## src/rtl/frame_buffer_write_arbiter.sv

```systemverilog
// Write-port arbiter for the camera/VGA frame buffer: camera pixels, a whole-buffer
// clear sequencer and a req/ack processor port share one registered RAM write port.
module frame_buffer_write_arbiter #(
    parameter int DATA_WIDTH = 4,
    parameter int ADDR_WIDTH = 6,
    parameter int FILL_VALUE = 0
) (
    input  logic                  clk,
    input  logic                  rst,
    input  logic                  cam_valid,
    input  logic [ADDR_WIDTH-1:0] cam_addr,
    input  logic [DATA_WIDTH-1:0] cam_data,
    input  logic                  cpu_req,
    input  logic [ADDR_WIDTH-1:0] cpu_addr,
    input  logic [DATA_WIDTH-1:0] cpu_data,
    output logic                  cpu_ack,
    input  logic                  clr_start,
    output logic                  clr_busy,
    output logic                  clr_done,
    output logic                  mem_we,
    output logic [ADDR_WIDTH-1:0] mem_addr,
    output logic [DATA_WIDTH-1:0] mem_data,
    output logic                  o_dbg_state
);

    localparam int unsigned           LP_DEPTH = 1 << ADDR_WIDTH;
    localparam logic [ADDR_WIDTH:0]   LP_LAST  = (ADDR_WIDTH+1)'(LP_DEPTH - 1);
    localparam logic [DATA_WIDTH-1:0] LP_FILL  = DATA_WIDTH'(FILL_VALUE);

    typedef enum logic {
        ST_IDLE  = 1'b0,
        ST_CLEAR = 1'b1
    } state_t;

    state_t                r_state;
    state_t                w_next_state;
    logic [ADDR_WIDTH:0]   r_ptr;
    logic [ADDR_WIDTH:0]   w_next_ptr;

    logic                  r_mem_we;
    logic [ADDR_WIDTH-1:0] r_mem_addr;
    logic [DATA_WIDTH-1:0] r_mem_data;
    logic                  r_cpu_ack;
    logic                  r_clr_busy;
    logic                  r_clr_done;

    logic                  w_grant_cam;
    logic                  w_grant_clr;
    logic                  w_grant_cpu;
    logic                  w_last_clr;
    logic                  w_next_we;
    logic [ADDR_WIDTH-1:0] w_next_addr;
    logic [DATA_WIDTH-1:0] w_next_data;

    // Processor handshake: cpu_req is a level held with stable addr/data; every cycle
    // it wins arbitration issues one write, and cpu_ack pulses in the same cycle that
    // write appears on mem_*. The requester drops cpu_req in the cycle it sees cpu_ack.
    always_comb begin
        w_grant_cam = 1'b0;
        w_grant_clr = 1'b0;
        w_grant_cpu = 1'b0;
        if (cam_valid) begin
            w_grant_cam = 1'b1;
        end else if (r_state == ST_CLEAR) begin
            w_grant_clr = 1'b1;
        end else if (cpu_req && !clr_start) begin
            w_grant_cpu = 1'b1;
        end
        w_last_clr = w_grant_clr && (r_ptr == LP_LAST);
    end

    always_comb begin
        w_next_state = r_state;
        w_next_ptr   = r_ptr;
        case (r_state)
            ST_IDLE: begin
                if (clr_start) begin
                    w_next_state = ST_CLEAR;
                    w_next_ptr   = '0;
                end
            end
            ST_CLEAR: begin
                // A camera-preempted cycle leaves the pointer alone so no address is skipped.
                if (w_grant_clr) begin
                    w_next_ptr = r_ptr + (ADDR_WIDTH+1)'(1);
                end
                if (w_last_clr) begin
                    w_next_state = ST_IDLE;
                end
            end
            default: begin
                w_next_state = ST_IDLE;
            end
        endcase
    end

    always_comb begin
        w_next_we   = 1'b0;
        w_next_addr = r_mem_addr;
        w_next_data = r_mem_data;
        if (w_grant_cam) begin
            w_next_we   = 1'b1;
            w_next_addr = cam_addr;
            w_next_data = cam_data;
        end else if (w_grant_clr) begin
            w_next_we   = 1'b1;
            w_next_addr = r_ptr[ADDR_WIDTH-1:0];
            w_next_data = LP_FILL;
        end else if (w_grant_cpu) begin
            w_next_we   = 1'b1;
            w_next_addr = cpu_addr;
            w_next_data = cpu_data;
        end
    end

    always_ff @(posedge clk) begin
        if (rst) begin
            r_state <= ST_IDLE;
            r_ptr   <= '0;
        end else begin
            r_state <= w_next_state;
            r_ptr   <= w_next_ptr;
        end
    end

    always_ff @(posedge clk) begin
        if (rst) begin
            r_mem_we   <= 1'b0;
            r_mem_addr <= '0;
            r_mem_data <= '0;
            r_cpu_ack  <= 1'b0;
            r_clr_busy <= 1'b0;
            r_clr_done <= 1'b0;
        end else begin
            r_mem_we   <= w_next_we;
            r_mem_addr <= w_next_addr;
            r_mem_data <= w_next_data;
            r_cpu_ack  <= w_grant_cpu;
            r_clr_busy <= (w_next_state == ST_CLEAR);
            r_clr_done <= w_last_clr;
        end
    end

    assign mem_we      = r_mem_we;
    assign mem_addr    = r_mem_addr;
    assign mem_data    = r_mem_data;
    assign cpu_ack     = r_cpu_ack;
    assign clr_busy    = r_clr_busy;
    assign clr_done    = r_clr_done;
    assign o_dbg_state = r_state;

endmodule

```

## config.mk

```make
export PLATFORM = sky130hd
export DESIGN_NAME = frame_buffer_write_arbiter
export DESIGN_NICKNAME = d
export VERILOG_FILES = /design/src/rtl/frame_buffer_write_arbiter.sv
export SDC_FILE = /design/constraint.sdc
export NUM_CORES = 1
export LEC_CHECK = 0
export ABC_CLOCK_PERIOD_IN_PS = 1500
export CELL_PAD_IN_SITES_DETAIL_PLACEMENT = 1
export CELL_PAD_IN_SITES_GLOBAL_PLACEMENT = 1
export CORE_UTILIZATION = 31
export DETAILED_ROUTE_END_ITERATION = 16
export PLACE_DENSITY = 0.87
export SETUP_SLACK_MARGIN = 0.3
export SYNTH_ARGS = -nofsm -noshare
export SYNTH_HDL_FRONTEND = slang
export SYNTH_SLANG_ARGS = --single-unit
export TNS_END_PERCENT = 10
```

## constraint.sdc

```tcl
create_clock -name clk -period 1.5 [get_ports clk]
set_input_delay 0.375 -clock clk [delete_from_list [all_inputs] [get_ports clk]]
set_output_delay 0.375 -clock clk [all_outputs]
set_load 0.05 [all_outputs]
```

==> flow_summary_export.csv, run 1 <==
group,metric,value,unit
run_status,status,"complete, no violations",
floorplanning,rows,20,
layout,layout-drive-gt1-share,38.5,%
clocking,htree_levels,1,
layout,nets,196,
grt,grt-ovfl-total,0,
timing,rsz0062_at_grt,"yes",
routing,avgRoutedWirePerCell,16.8,um
worst_setup_path,end_kind,"output pin",
logic_synthesis,synth_area,0.00105,mm2
routing,route.detailed.drc,0,
logic_synthesis,synth_nets,144,
logic_synthesis,syn_avg_cell_area,8.91,um2
floorplanning,core_area,0.00313,mm2
timing,fin_ws,161,ps
logic_synthesis,synth.largest_area_cell,"dfxtp_1",
place,port-buffer-count,39,
logic_synthesis,synth-seq-cells,21,
min_path,hp-class,"flip-flop to flip-flop",
worst_setup_path,cp.required,1120,ps
routing,drt-total-wl,3.58,mm
power,combPwrFrac,35.6,%
floorplanning,die-height,60.2,um
grt,grt_start_max_net_pins,19,
layout,area_delta_synth_final,79.2,%
timing,hold_ws,522,ps
grt,antenna_found_initial,0,
timing,setup_violations,0,
floorplanning,die_w,60.2,um
clocking,insertion_delay,310,ps
clocking,clock_sinks,21,
power,p_sw,0.452,mW
worst_setup_path,cpPeakStageDelay,380,ps
timing,drv_slew,0,
timing,finalClockSkew,1.92,ps
routing,ant_nets,0,
timing,timing.final.crit_period,1340,ps
timing,worstMarginPinSlew,269,ps
place,gp_congestion,0.902,
grt,grt_usage,20.9,%
logic_synthesis,yosysTopAreaCellShare,40.0,%
power,internal_power,0.950,mW
timing,maxSlewHeadroom,82.0,%
timing,hold_viol,0,
layout,layout_commonest_cell,"clkdlybuf4s50_1",
timing,fmax,747,MHz
logic_synthesis,ys_types,30,
logic_synthesis,synthTopCellsByArea,"dfxtp_1 (40%), mux2_1 (6.4%), a21oi_1 (5.7%)",
logic_synthesis,postSynthCellCount,118,
routing,dr.pass1.iters,4,
worst_setup_path,arrival,960,ps
power,p_sw_share,32.2,%
grt,grt_pass1_wl,5.49,mm
layout,n_antenna_cell,0,
floorplanning,start_util,33.6,%
floorplanning,dieArea,0.00363,mm2
worst_setup_path,crit_path_cell_trace,"buf_6, buf_12",
logic_synthesis,yosysSeqAreaShare,40.0,%
layout,n_fill_cell,339,
layout,most-common-layout-cells,"clkdlybuf4s50_1 (22), dfxtp_1 (18), buf_12 (16)",
clocking,clock_path_buffers,2,
timing,fin_crit_sh,89.2,%
job,maxCapViolCount,0,
clocking,cts_made_buffers,3,
place,hpwl,2.59,mm
clocking,path_clk_slew,130,ps
power,clockPowerShare,20.7,%
clocking,cts_tree,"built",
clocking,cts_root_buf,"clkbuf_4",
grt,first_global_vias,1183,
place,dp_slack,-225,ps
worst_setup_path,setup.worst_path.class,"flip-flop to output pin",
routing,dr_total_vias,1130,
floorplanning,io_pins,40,
power,powerDensity,745,mW/mm2
power,p_leak,0.753,nW
power,peakVddDrop,0.437,mV
worst_setup_path,cp-start-kind,"flip-flop",
logic_synthesis,yosysWarnings,0,
worst_setup_path,critPathMaxFanout,3,
worst_setup_path,cp_slowest_cell,"dfxtp_4",
routing,drtIter0Drc,21,
power,pwr-share-seq,43.8,%
routing,drt-vias-per-instance,5.31,
-- cells in the mapped netlist, drive strengths merged --
master	instances
and3b	1
o21ai	6
a211oi	6
or2	1
nand3	8
nor2b	2
and2	1
or3	3
nand2b	8
nor2	6
ha	1
mux2	7
and2b	1
clkbuf	3
o211ai	3
a21oi	12
nand4b	1
nand2	5
inv	1
o221ai	6
nand4	1
buf	7
dfxtp	21
nor3	7
-- through the flow --
| step | util (%) | total power, mW | area [um2] | cells | setup TNS (ps) |
|---|---|---|---|---|---|
| after global routing | 60.2 | 1.46 | 1880 | 213 | 0 |
| final | 60.2 | 1.40 | 1880 | 213 | 0 |
| after floorplan | - | 0.856 | 1120 | 118 | 0 |
| after global placement | 56.4 | 1.09 | 1760 | 204 | -2020 |
| after detailed placement | 56.4 | 1.10 | 1760 | 204 | -3190 |
| after CTS | 58.7 | 1.40 | 1840 | 211 | 0 |
-- metal layers --
metal  GRT usage (%)  wire (um)  share of wire (%)  vias up
met5               0          0                  0        -
met3            2.60        144                4.0        8
met2            40.0       1960                 55       32
li1                -          -                  -      533
met1            22.1       1390                 39      557
met4            9.97         84                2.3        0
-- layout make-up --
cell class | count | area [um2] | share of cell area [%]
clock buffer | 3 | 22.5 | 1.20
clock inverter | 1 | 5.00 | 0.266
inverter | 1 | 3.75 | 0.199
multi-input combinational | 86 | 663 | 35.2
sequential | 21 | 432 | 22.9
tap | 44 | 55.1 | 2.92
timing repair buffer | 57 | 702 | 37.3
-- flip-flops by register name, summed over array words and instances, names as in the netlist --
register,cells
mem_we,1
clr_busy,1
cpu_ack,1
r_ptr,7
clr_done,1
mem_addr,6
mem_data,4
-- worst max-delay path, delay by kind of cell (launching register included) --
family / cells / cell delay [ps]
DFF: 1 / 380
buffers and inverters: 2 / 270
-- timing repair --
action	CTS	global route
hold buffers	0	0
gates resized for setup	10	9
setup endpoints to repair	35	36
setup buffers	3	1
pin swaps	0	2
cloned	0	1
-- power by group through the flow --
stage	clock network, mW	registers [mW]	logic, mW
2_1_floorplan	0	0.705	0.151
3_3_place_gp	0	0.635	0.453
3_5_place_dp	0	0.638	0.464
4_1_cts	0.301	0.614	0.488
5_1_grt	0.322	0.618	0.522
6_report	0.290	0.614	0.499
-- kinds of logic (layout without fill, tap and decap cells) --
group / after synthesis / after routing / share of synthesized area (%)
adders and majority gates: 1 / 1 / 1.19
DFF: 21 / 21 / 40.0
muxes: 7 / 7 / 7.50
AOI/OAI and AO/OA: 33 / 33 / 20.0
and+or+nand+nor: 45 / 45 / 25.5
buffers and inverters: 11 / 62 / 5.83
-- worst paths after layout --
check,from,to,slack (ps),cells after the start
setup / recovery,clr_busy,o_dbg_state,160,2
hold / removal,mem_addr[0],mem_addr[0],520,2
hold reg to reg,mem_addr[0],mem_addr[0],520,2
setup reg to reg,clr_busy,mem_addr[3],180,5
(Power assumes the default switching activity.)
==> run 2, diff against run 1 <==
Settings changed: GPL_ROUTABILITY_DRIVEN set to 0.
==> results of run 2 <==
Same layout as run 1: the final DEF is identical, and so are final timing and power.
